===== src/rtl/sum_sequence_arbiter.sv =====
// Round-robin shared accumulator: grants one requester, then runs sum = a + b + c
// over three cycles and pulses done on the owner's bit.
//
// state  | meaning
// IDLE   | sample req, arbitrate, register grant
// LOAD   | sum <= op_a of owner
// ADD_B  | sum <= sum + op_b of owner
// ADD_C  | sum <= sum + op_c of owner, raise done/sum_valid
// DONE   | drop done, sum_valid and grant
module sum_sequence_arbiter #(
    parameter int NUM_REQ    = 4,
    parameter int DATA_WIDTH = 16
) (
    input  logic                          clk,
    input  logic                          reset,
    input  logic [NUM_REQ-1:0]            req,
    input  logic [NUM_REQ*DATA_WIDTH-1:0] op_a,
    input  logic [NUM_REQ*DATA_WIDTH-1:0] op_b,
    input  logic [NUM_REQ*DATA_WIDTH-1:0] op_c,
    output logic [NUM_REQ-1:0]            grant,
    output logic                          busy,
    output logic [NUM_REQ-1:0]            done,
    output logic [DATA_WIDTH-1:0]         sum,
    output logic                          sum_valid
);

    localparam int IW = $clog2(NUM_REQ);

    typedef enum logic [2:0] {IDLE, LOAD, ADD_B, ADD_C, DONE} state_t;

    state_t                state, state_nxt;
    logic [IW-1:0]         rr_last, rr_nxt;
    logic [NUM_REQ-1:0]    grant_nxt, done_nxt;
    logic [DATA_WIDTH-1:0] sum_nxt;
    logic                  valid_nxt, busy_nxt;
    logic                  found;
    logic [IW-1:0]         pick_idx;
    logic [IW-1:0]         cand;

    // rr_last doubles as the owner index once a grant is issued
    logic [DATA_WIDTH-1:0] sel_a, sel_b, sel_c;
    assign sel_a = op_a[rr_last*DATA_WIDTH +: DATA_WIDTH];
    assign sel_b = op_b[rr_last*DATA_WIDTH +: DATA_WIDTH];
    assign sel_c = op_c[rr_last*DATA_WIDTH +: DATA_WIDTH];

    always_comb begin
        found    = 1'b0;
        pick_idx = '0;
        cand     = '0;
        for (int i = 1; i <= NUM_REQ; i++) begin
            cand = IW'((int'(rr_last) + i) % NUM_REQ);
            if (!found && req[cand]) begin
                found    = 1'b1;
                pick_idx = cand;
            end
        end
    end

    always_comb begin
        state_nxt = state;
        rr_nxt    = rr_last;
        grant_nxt = grant;
        done_nxt  = '0;
        valid_nxt = 1'b0;
        sum_nxt   = sum;
        case (state)
            IDLE: begin
                if (found) begin
                    grant_nxt = NUM_REQ'(1) << pick_idx;
                    rr_nxt    = pick_idx;
                    state_nxt = LOAD;
                end
            end
            LOAD: begin
                sum_nxt   = sel_a;
                state_nxt = ADD_B;
            end
            ADD_B: begin
                sum_nxt   = sum + sel_b;
                state_nxt = ADD_C;
            end
            ADD_C: begin
                sum_nxt   = sum + sel_c;
                done_nxt  = grant;
                valid_nxt = 1'b1;
                state_nxt = DONE;
            end
            DONE: begin
                grant_nxt = '0;
                state_nxt = IDLE;
            end
            default: begin
                grant_nxt = '0;
                state_nxt = IDLE;
            end
        endcase
        busy_nxt = (state_nxt != IDLE);
    end

    always_ff @(posedge clk or posedge reset) begin
        if (reset) begin
            state     <= IDLE;
            rr_last   <= IW'(NUM_REQ - 1);
            grant     <= '0;
            done      <= '0;
            sum       <= '0;
            sum_valid <= 1'b0;
            busy      <= 1'b0;
        end else begin
            state     <= state_nxt;
            rr_last   <= rr_nxt;
            grant     <= grant_nxt;
            done      <= done_nxt;
            sum       <= sum_nxt;
            sum_valid <= valid_nxt;
            busy      <= busy_nxt;
        end
    end

endmodule


===== config.mk =====
export PLATFORM = sky130hd
export DESIGN_NAME = sum_sequence_arbiter
export DESIGN_NICKNAME = d
export VERILOG_FILES = /design/src/rtl/sum_sequence_arbiter.sv
export SDC_FILE = /design/constraint.sdc
export NUM_CORES = 1
export LEC_CHECK = 0
export ABC_AREA = 1
export CAP_MARGIN = 10
export CORE_MARGIN = 3
export CORE_UTILIZATION = 42
export DETAILED_ROUTE_END_ITERATION = 8
export PLACE_DENSITY = 0.95
export SLEW_MARGIN = 5
export SYNTH_ARGS = -nofsm -noshare
export SYNTH_HDL_FRONTEND = slang
export SYNTH_SLANG_ARGS = --single-unit

===== constraint.sdc =====
create_clock -name clk -period 7.4 [get_ports clk]
set_input_delay 1.48 -clock clk [delete_from_list [all_inputs] [get_ports clk]]
set_output_delay 1.48 -clock clk [all_outputs]
set_load 0.01 [all_outputs]

==> metrics <==
status=completed; TNS Setup=0 ns; PD cells=451 mW/mm²; Unique masters post-synth=37; clk slew on worst S/H paths=0.07 ns; Nets=1,026; WP data arrival=4.15 ns; syn_area_per_cell=6.09 µm²; Slew @ Worst Pin=1.17 ns; vias post-DR=5,057; Final Skew=0.00470 ns; Fin. Hold Viols=0; met3 usage=5.98%; Via density=5.52; met2 Use GR=50.7%; clk buf depth=2; post-route core utilization=71.6%; WHS=0.535 ns; clock tree root driver cell=clkbuf_8; die height=100 µm; Die ar.=0.00999 mm²; Ys Warns=0; max incr delay on CP=0.46 ns; reg2reg setup slack=3.63 ns; max cap viols=0; Inserted Diodes=0; reg2reg end=sum[10]$_DFFE_PP0N_; row cnt=33; Clock power frac=5.0%; buffer count from post-CTS setup fixing=0; core area=0.00838 mm²; largest net degree at the start of global routing=70; P_leak=2.62 nW; sw frac=56.8%; area grow syn2layout=61.7%; global-route wire length before repair=23.9 mm; fin crit share=53.7%; final setup violation count=0; clock sinks=31; Initial Util=44.2%; TritonRoute pass-1 iters=5; First DRT Iteration DRCs=270; drt wl/cell=16.7 µm; Sequential Power Share=12.7%; Remaining Overflow, GRT=0; # hold bufs at CTS=0; Detailed Place HPWL=12.0 mm; DRT Wirelength=15.3 mm; Synth Register Bits=31; ANT nets after route=0; Worst Hold Depth=2; CTS tree=done; Port Buffers=223; Hold Crit Class=register to register; fillcell total=676; RD Place Congestion=0.946; vias in the first global route=4,840; VDD IR max=0.000269 V; antenna violations before repair=0; Switch Pwr=1.54 mW; GR peak layer=met2; Global Route met1 Usage=37.6%; R2R cell count=17; fin crit period=3.97 ns; netlist area before placement=0.00371 mm²; number of cells upsized or downsized after cts=0; Int Pwr=1.17 mW; crit-path max FO=5; reg-to-reg startpoint=state[2]$_DFF_PP0_; Required @ worst endpoint=7.58 ns; clock latency on the worst-skew pair=0.29 ns; combinational share of power=82.3%; # DRC=0; Tot GR Track Use=29.6%; Crit. Startpoint=op_b[48]; CTS H-tree lvls=2; Slew Viols, Final=0; Slew headroom=22.0%; Hold Path Origin=grant[1]$_DFFE_PP0P_; Seq/Total Area, Yosys=21.0%; Num CTS Buffers=5; Pwr Total=2.71 mW; Syn Nets=825; cells along the critical path=clkdlybuf4s50_1, nand2_1, nand3_1, nand2_1, a221oi_1, ha_1, fa_1, nand3_1, nand2_1, nand2_1, nand2_1, a21oi_1, or2_2, nand3_1, a21oi_1; Critical Path Source Type=primary input; unrepaired setup endpoints after global routing=false; Hold EP=done[1]$_DFF_PP0_; die width=100 µm; most frequent CP cell=nand2_1; post-synthesis cell count=609; Worst setup EP type=register; WS Path Type=primary input to register; io pins=224; fmax=0.252 GHz; CP max-delay cell=clkdlybuf4s50_1; fraction of layout cells with a size suffix above 1=5.55%
## how the worst max path moves through the flow
stage	endpoint	slack [ns]
2_1_floorplan	sum[10]$_DFFE_PP0N_	4.18
3_3_place_gp	sum[10]$_DFFE_PP0N_	3.23
3_5_place_dp	sum[10]$_DFFE_PP0N_	3.17
4_1_cts	sum[10]$_DFFE_PP0N_	3.44
5_1_grt	sum[10]$_DFFE_PP0N_	3.17
6_report	sum[10]$_DFFE_PP0N_	3.43
## critical path, delay by kind of cell
family | cells | cell delay, ns
adders and majority gates | 2 | 0.52
AOI/OAI and AO/OA | 3 | 0.63
buffers and inverters | 1 | 0.46
and+or+nand+nor | 9 | 1.06
## metal layers
metal,vias up,part of all wire (%)
met5,-,0
met4,0,2.6
met3,31,9.4
met2,245,47
met1,2301,41
li1,2480,-
## layout make-up
cell class	count	area, µm²	area share (%)
Sequential cell	31	778	13.0
Tap cell	105	131	2.19
Clock buffer	6	72.6	1.21
Clock inverter	2	12.5	0.209
Multi-Input combinational cell	509	2610	43.5
Timing Repair Buffer	226	2250	37.6
Inverter	37	141	2.36
## power by group through the flow
stage | clock network, mW | registers (mW) | logic [mW]
after floorplan | 0 | 0.334 | 1.57
after global placement | 0 | 0.343 | 2.16
after detailed placement | 0 | 0.344 | 2.19
after CTS | 0.134 | 0.342 | 2.21
after global routing | 0.140 | 0.356 | 2.48
final | 0.135 | 0.344 | 2.23
## registers in the layout, summed over array words and instances (netlist names)
signal / flops
sum_valid: 1
grant: 4
done: 4
state: 3
sum: 16
rr_last: 2
busy: 1
## synth_stat cells
cell / count / area share [%]
nand4_2: 1 / 0.34
nand2_4: 1 / 0.30
buf_1: 1 / 0.10
nor2_1: 37 / 3.7
a21o_1: 2 / 0.40
dfstp_2: 2 / 1.4
nor2_4: 1 / 0.30
dfrtp_1: 29 / 20
a2111oi_2: 4 / 1.6
buf_4: 5 / 1.0
nor3_1: 1 / 0.13
nand3_1: 55 / 7.4
a31oi_1: 2 / 0.34
nand3b_1: 1 / 0.20
a21oi_1: 88 / 12
or2_2: 4 / 0.67
ha_1: 17 / 5.7
o21bai_1: 1 / 0.20
o21ai_2: 2 / 0.47
fa_1: 1 / 0.54
nand2_1: 215 / 22
nand2_2: 9 / 1.5
buf_2: 16 / 2.2
inv_1: 27 / 2.7
o21ai_1: 7 / 0.94
a221oi_1: 11 / 2.6
clkbuf_1: 7 / 0.71
buf_6: 3 / 0.91
clkinv_1: 2 / 0.20
inv_4: 1 / 0.17
o21ai_0: 12 / 1.6
nand2_8: 1 / 0.54
xor2_1: 1 / 0.24
nand3_2: 2 / 0.54
nand4_1: 13 / 2.2
inv_2: 7 / 0.71
a22oi_1: 20 / 4.0
## placed cells by master (no fill, tap or decap), types with 2 or more instances in the layout
master	Yosys	layout
a21oi_1	88	88
a21o_1	2	2
a22oi_1	20	20
nand2_1	215	215
o21ai_2	2	2
nor2_1	37	37
inv_2	7	7
inv_1	27	27
dfrtp_1	29	29
o21ai_0	12	12
clkdlybuf4s50_1	0	223
or2_2	4	4
nand3_2	2	2
clkinv_1	2	2
a2111oi_2	4	4
nand4_1	13	13
a221oi_1	11	11
buf_4	5	3
nand3_1	55	55
nand2_2	9	9
ha_1	17	17
o21ai_1	7	7
clkbuf_8	0	5
a31oi_1	2	2
dfstp_2	2	2
## logic make-up after synthesis
family	after synthesis	synth area share [%]
xor+xnor	1	0.236
fa+ha+maj	18	6.28
flops	31	21.0
buf+inv	69	8.71
compound gates	149	24.1
simple gates	341	39.7
## metrics by stage
| stage | area [µm²] | worst slack, ns | instances |
|---|---|---|---|
| finish | 6000 | 3.43 | 916 |
| global route | 6000 | 3.17 | 916 |
| CTS | 6000 | 3.44 | 916 |
| detailed placement | 5910 | 3.17 | 908 |
| global placement | 5910 | 3.23 | 908 |
| floorplan | 3710 | 4.18 | 609 |
Power figures use the tool's default switching activity.
==> RTL edit 1, RTL diff (same settings) <==
Reset style: synchronous (`reset`), changed in one clocked block.
--- a/src/rtl/sum_sequence_arbiter.sv
+++ b/src/rtl/sum_sequence_arbiter.sv
@@ -97,7 +97,7 @@
         busy_nxt = (state_nxt != IDLE);
     end
 
-    always_ff @(posedge clk or posedge reset) begin
+    always_ff @(posedge clk) begin
         if (reset) begin
             state     <= IDLE;
             rr_last   <= IW'(NUM_REQ - 1);
Formal check against the unedited RTL: differs if reset is asserted again (counterexample within 4 cycles, from zero or initial values and one cycle with reset high); with reset held inactive, the same outputs for 4 cycles.
==> RTL edit 1 against the unedited design <==
- first-iteration DRC count increased by 38%
- critical endpoint is now sum[11]$_SDFFE_PP0N_
- area after synthesis decreased by 3.4%
- total power decreased by 25%
- worst setup slack improved by 190 ps
- via count increased by 2.5%
- wire length about the same
- cell area decreased by 0.52%
- sequential cell count unchanged
- worst hold slack got worse by 80 ps
==> RTL edit 1: results (changes against the unedited design) <==
Initial DRC Count=372 (+38%); vias=5,184 (+2.5%); Post-route DRC=0 (unchanged); ranking of synthesized cells by area=nand2_1 25%, dfxtp_1 17%, a21oi_1 10%, nand3_1 8.7%, ha_1 5.9%; P_sw=1.073 mW (-30%); async set-reset flop share out of synthesis=0 (-1.000); P_clk=201 µW (+49%); Max VDD drop=0.0001598 V (-41%); crit-path max FO=4 (-1); DR WL/cell=16.28 µm (-2.8%); largest net degree at the start of global routing=64 (-8.6%); share of layout cells above drive strength 1=0.03943 (-0.01606); gpl congestion=0.9315 (-1.5%); mux share of post-synthesis cell area=0.002794 (+0.002794); H-tree levels=2 (unchanged); Comb power=1.54 mW (-31%); Bufs on Longest Clock Path=2 (unchanged); Resized cells post-CTS=0 (unchanged); most common library cells after synthesis=239 x nand2_1, 73 x a21oi_1, 62 x nand3_1, 40 x inv_1, 32 x nor2_1; Slew HR=0.2768 (+0.05653); status=complete, no violations; leakage power=2.562 nW (-2.1%); sequential share of the synthesized area=0.1732 (-0.03661); vias in the first global route=5,042 (+4.2%); post-synth net total=852 (+3.3%); Met3 Routed Length=1214 µm (-15%); antenna violations before repair=0 (unchanged); WL met2=7696 µm (+7.0%); Synth Area in Compound Gates=0.2305 (-0.01070); area of placed instances=5834 µm² (-1.3%); critical path arrival=3920 ps (-230 ps); latest clock arrival within the worst-skew pair=290 ps (about the same); count of cell types in the netlist=36 (-2.7%); dominant synthesized flop cell=dfxtp_1; Reg clk slew, reported paths=70 ps (about the same); Post-DP HPWL=12,380 µm (+2.8%); Synth Area in Adders=0.06497 (+0.002214); slowest CP cell=clkdlybuf4s50_1; Clock Skew=6.103 ps (+1.402 ps); Num CTS Buffers=5 (unchanged); GRT Total Usage=0.3088 (+0.01265); EDFF count, synth=0 (unchanged); NumNets Final=1,052 (+2.5%); metal1 wirelength=5985 µm (-5.0%); PortBufs=223 (unchanged); cell family with most CP delay=compound AO/OA/AOI/OAI gates; first-pass GRT wire length=24,740 µm (+3.3%); XOR/XNOR Fraction of Synth Area=0.01467 (+0.01231)
RTL edit 1: metrics by stage:
| stage | power [mW] | utilization | setup slack [ps] | instances |
|---|---|---|---|---|
| global placement | 1.767 | 0.7065 | 3406 | 934 |
| finish | 2.041 | 0.7226 | 3622 | 942 |
| floorplan | 1.324 | - | 4165 | 636 |
| detailed placement | 1.814 | 0.7065 | 3332 | 934 |
| CTS | 2.018 | 0.7226 | 3625 | 942 |
| global route | 2.222 | 0.7226 | 3325 | 942 |
RTL edit 1: final timing paths:
kind | slack (ps) | start | to | cells after the start
max | 3620 | op_b[21] | sum[11]$_SDFFE_PP0N_ | 15
min | 450 | grant[3]$_SDFFE_PP0P_ | done[3]$_SDFF_PP0_ | 2
max reg2reg | 3850 | state[2]$_SDFF_PP0_ | sum[11]$_SDFFE_PP0N_ | 17
min reg2reg | 450 | grant[3]$_SDFFE_PP0P_ | done[3]$_SDFF_PP0_ | 2
RTL edit 1: cell type report:
type | count | area, µm²
Clock inverter | 2 | 60.06
Fill cell | 661 | 2291
Inverter | 46 | 175.2
Tap cell | 105 | 131.4
Timing Repair Buffer | 226 | 2255
Sequential cell | 31 | 620.6
Clock buffer | 6 | 72.57
Multi-Input combinational cell | 526 | 2653
RTL edit 1: worst register-to-register path, stage by stage, from the launching register on:
cell	delay [ps]
dfxtp_1	450
inv_1	190
nand3_2	170
buf_4	510
nand2_1	190
nand3_1	140
nand2_1	70
a221oi_1	340
ha_1	360
nand2_1	140
inv_1	50
a21oi_1	140
nand2_1	150
nand2_1	100
nand2_1	60
xor2_1	130
o21ai_0	140
a21oi_1	90
RTL edit 1: routing by layer:
metal	vias up	track usage
met2	271	0.5590
met3	33	0.04929
li1	2539	-
met1	2341	0.3753
met5	-	0
met4	0	0.08718
==> RTL edit 2, RTL diff (same flow settings) <==
Without the edit above. The parameter `NUM_REQ` goes from 4 to 8.
--- a/src/rtl/sum_sequence_arbiter.sv
+++ b/src/rtl/sum_sequence_arbiter.sv
@@ -8,7 +8,7 @@
 // ADD_C  | sum <= sum + op_c of owner, raise done/sum_valid
 // DONE   | drop done, sum_valid and grant
 module sum_sequence_arbiter #(
-    parameter int NUM_REQ    = 4,
+    parameter int NUM_REQ    = 8,
     parameter int DATA_WIDTH = 16
 ) (
     input  logic                          clk,
Ports: changed (6 resized); port bits go from 224 to 428. The function was not compared with the original's and may differ.
==> RTL edit 2 against the unedited design <==
- combinational power increased by 75%
- sequential cell count grew 9
- count of clock-buffer cells in the layout fell by 1
- cell area rose by 78%
- wire length rose to 2.6 times the old value
- worst setup slack worse by 880 ps
- worst hold slack got worse by 21 ps
- non-clock buffer count grew 213
- total power rose by 72%
- clock power grew 91%
- area after synthesis rose by 66%
- cell count increased by 80%
- critical path type is now reg2reg
==> RTL edit 2: results (changes against the unedited design) <==
share of layout cells above drive strength 1=0.04080 (-0.01468); PortBufs=427 (+91%); GR Util met3=0.1288 (+0.06900); met1 usage=0.5404 (+0.1645); Fill cells=1,155 (+71%); Finished Layout Cells=1,652 (+80%); Synth Register Bits=40 (+29%); Pre-antenna DRT Iters=8 (+3); sequential share of the synthesized area=0.1629 (-0.04691); Place WS=2734 ps (-431.5 ps); row count=43 (+30%); slowest CP cell=buf_4; multi-input logic area=4644 µm² (+78%); metal1 wirelength=14,010 µm (+120%); DR WL/cell=24.06 µm (+44%); CP peak stage delay=860 ps (+400 ps); switching part of the total=0.5930 (+0.02474); root buf cell=clkbuf_16; largest net degree at the start of global routing=111 (+59%); crit-path max FO=110 (+105); Max VDD drop=0.0003378 V (+26%); Met3 Routed Length=4784 µm (+230%); ranking of synthesized cells by area=nand2_1 24%, dfrtp_1 15%, a32o_1 9.7%, a21oi_1 8.0%, nor2_1 6.3%; Synth Area per Inst=5.741 µm² (-5.7%); NumNets Final=1,857 (+81%); biggest regs=sum (16), done (8), grant (8); P_clk=258 µW (+91%); GRT Total Usage=0.4567 (+0.1605); Slew @ Worst Pin=1089 ps (-79.65 ps); ANT cells=26 (+26); vias=9,995 (+98%); multi-input logic cell count=907 (+78%); post-synth net total=1,486 (+80%); clkbuf count=5 (-1); dominant synthesized flop cell=dfrtp_1; vias in the first global route=9,233 (+91%); antenna violations before repair=27 (+27); first-pass GRT wire length=55,730 µm (+130%); Non-clk invs=52 (+41%); Bufs on Longest Clock Path=2 (unchanged); gpl congestion=1.069 (+13%); R2R depth=23 (+6); Comb power=3.91 mW (+75%); register area=1008 µm² (+30%); PwrDens=436.8 nW/µm² (-3.2%); Initial DRC Count=1,161 (+330%); Clock Skew=3.356 ps (-1.346 ps); most common library cells after synthesis=397 x nand2_1, 103 x nor2_1, 99 x a21oi_1, 64 x nand3_1; Post-CTS Setup Bufs=0 (unchanged); area of placed instances=10,440 µm² (+77%); uppermost routed layer=met5; Post-DP HPWL=32,200 µm (+170%); status=complete, no violations; count of cell types in the netlist=46 (+24%); fraction of area in clock buffers and inverters=0.01605 (+0.001867)
-- RTL edit 2: tightest hold or removal path, stage by stage, from the launching register on --
cell,delay [ps]
dfrtp_1,360
nand2_1,60
nand2_1,60
-- RTL edit 2: cell families after synthesis --
logic type / share of synthesized area
AO/OA/AOI/OAI: 0.2942
XOR/XNOR: 0.01116
adder cells (fa/ha/maj): 0.03774
buffers and inverters: 0.08502
flip-flops: 0.1629
AND/OR/NAND/NOR: 0.4089
-- RTL edit 2: final timing paths --
kind	start	end	slack (ps)
min in group asynchronous	reset	done[6]$_DFF_PP0_	1650
max in group asynchronous	reset	rr_last[2]$_DFFE_PP1P_	5370
worst max register to register	state[0]$_DFF_PP0_	sum[10]$_DFFE_PP0N_	2550
worst min register to register	grant[0]$_DFFE_PP0P_	grant[0]$_DFFE_PP0P_	510
worst min-delay path	grant[0]$_DFFE_PP0P_	grant[0]$_DFFE_PP0P_	510
worst max-delay path	state[0]$_DFF_PP0_	sum[10]$_DFFE_PP0N_	2550
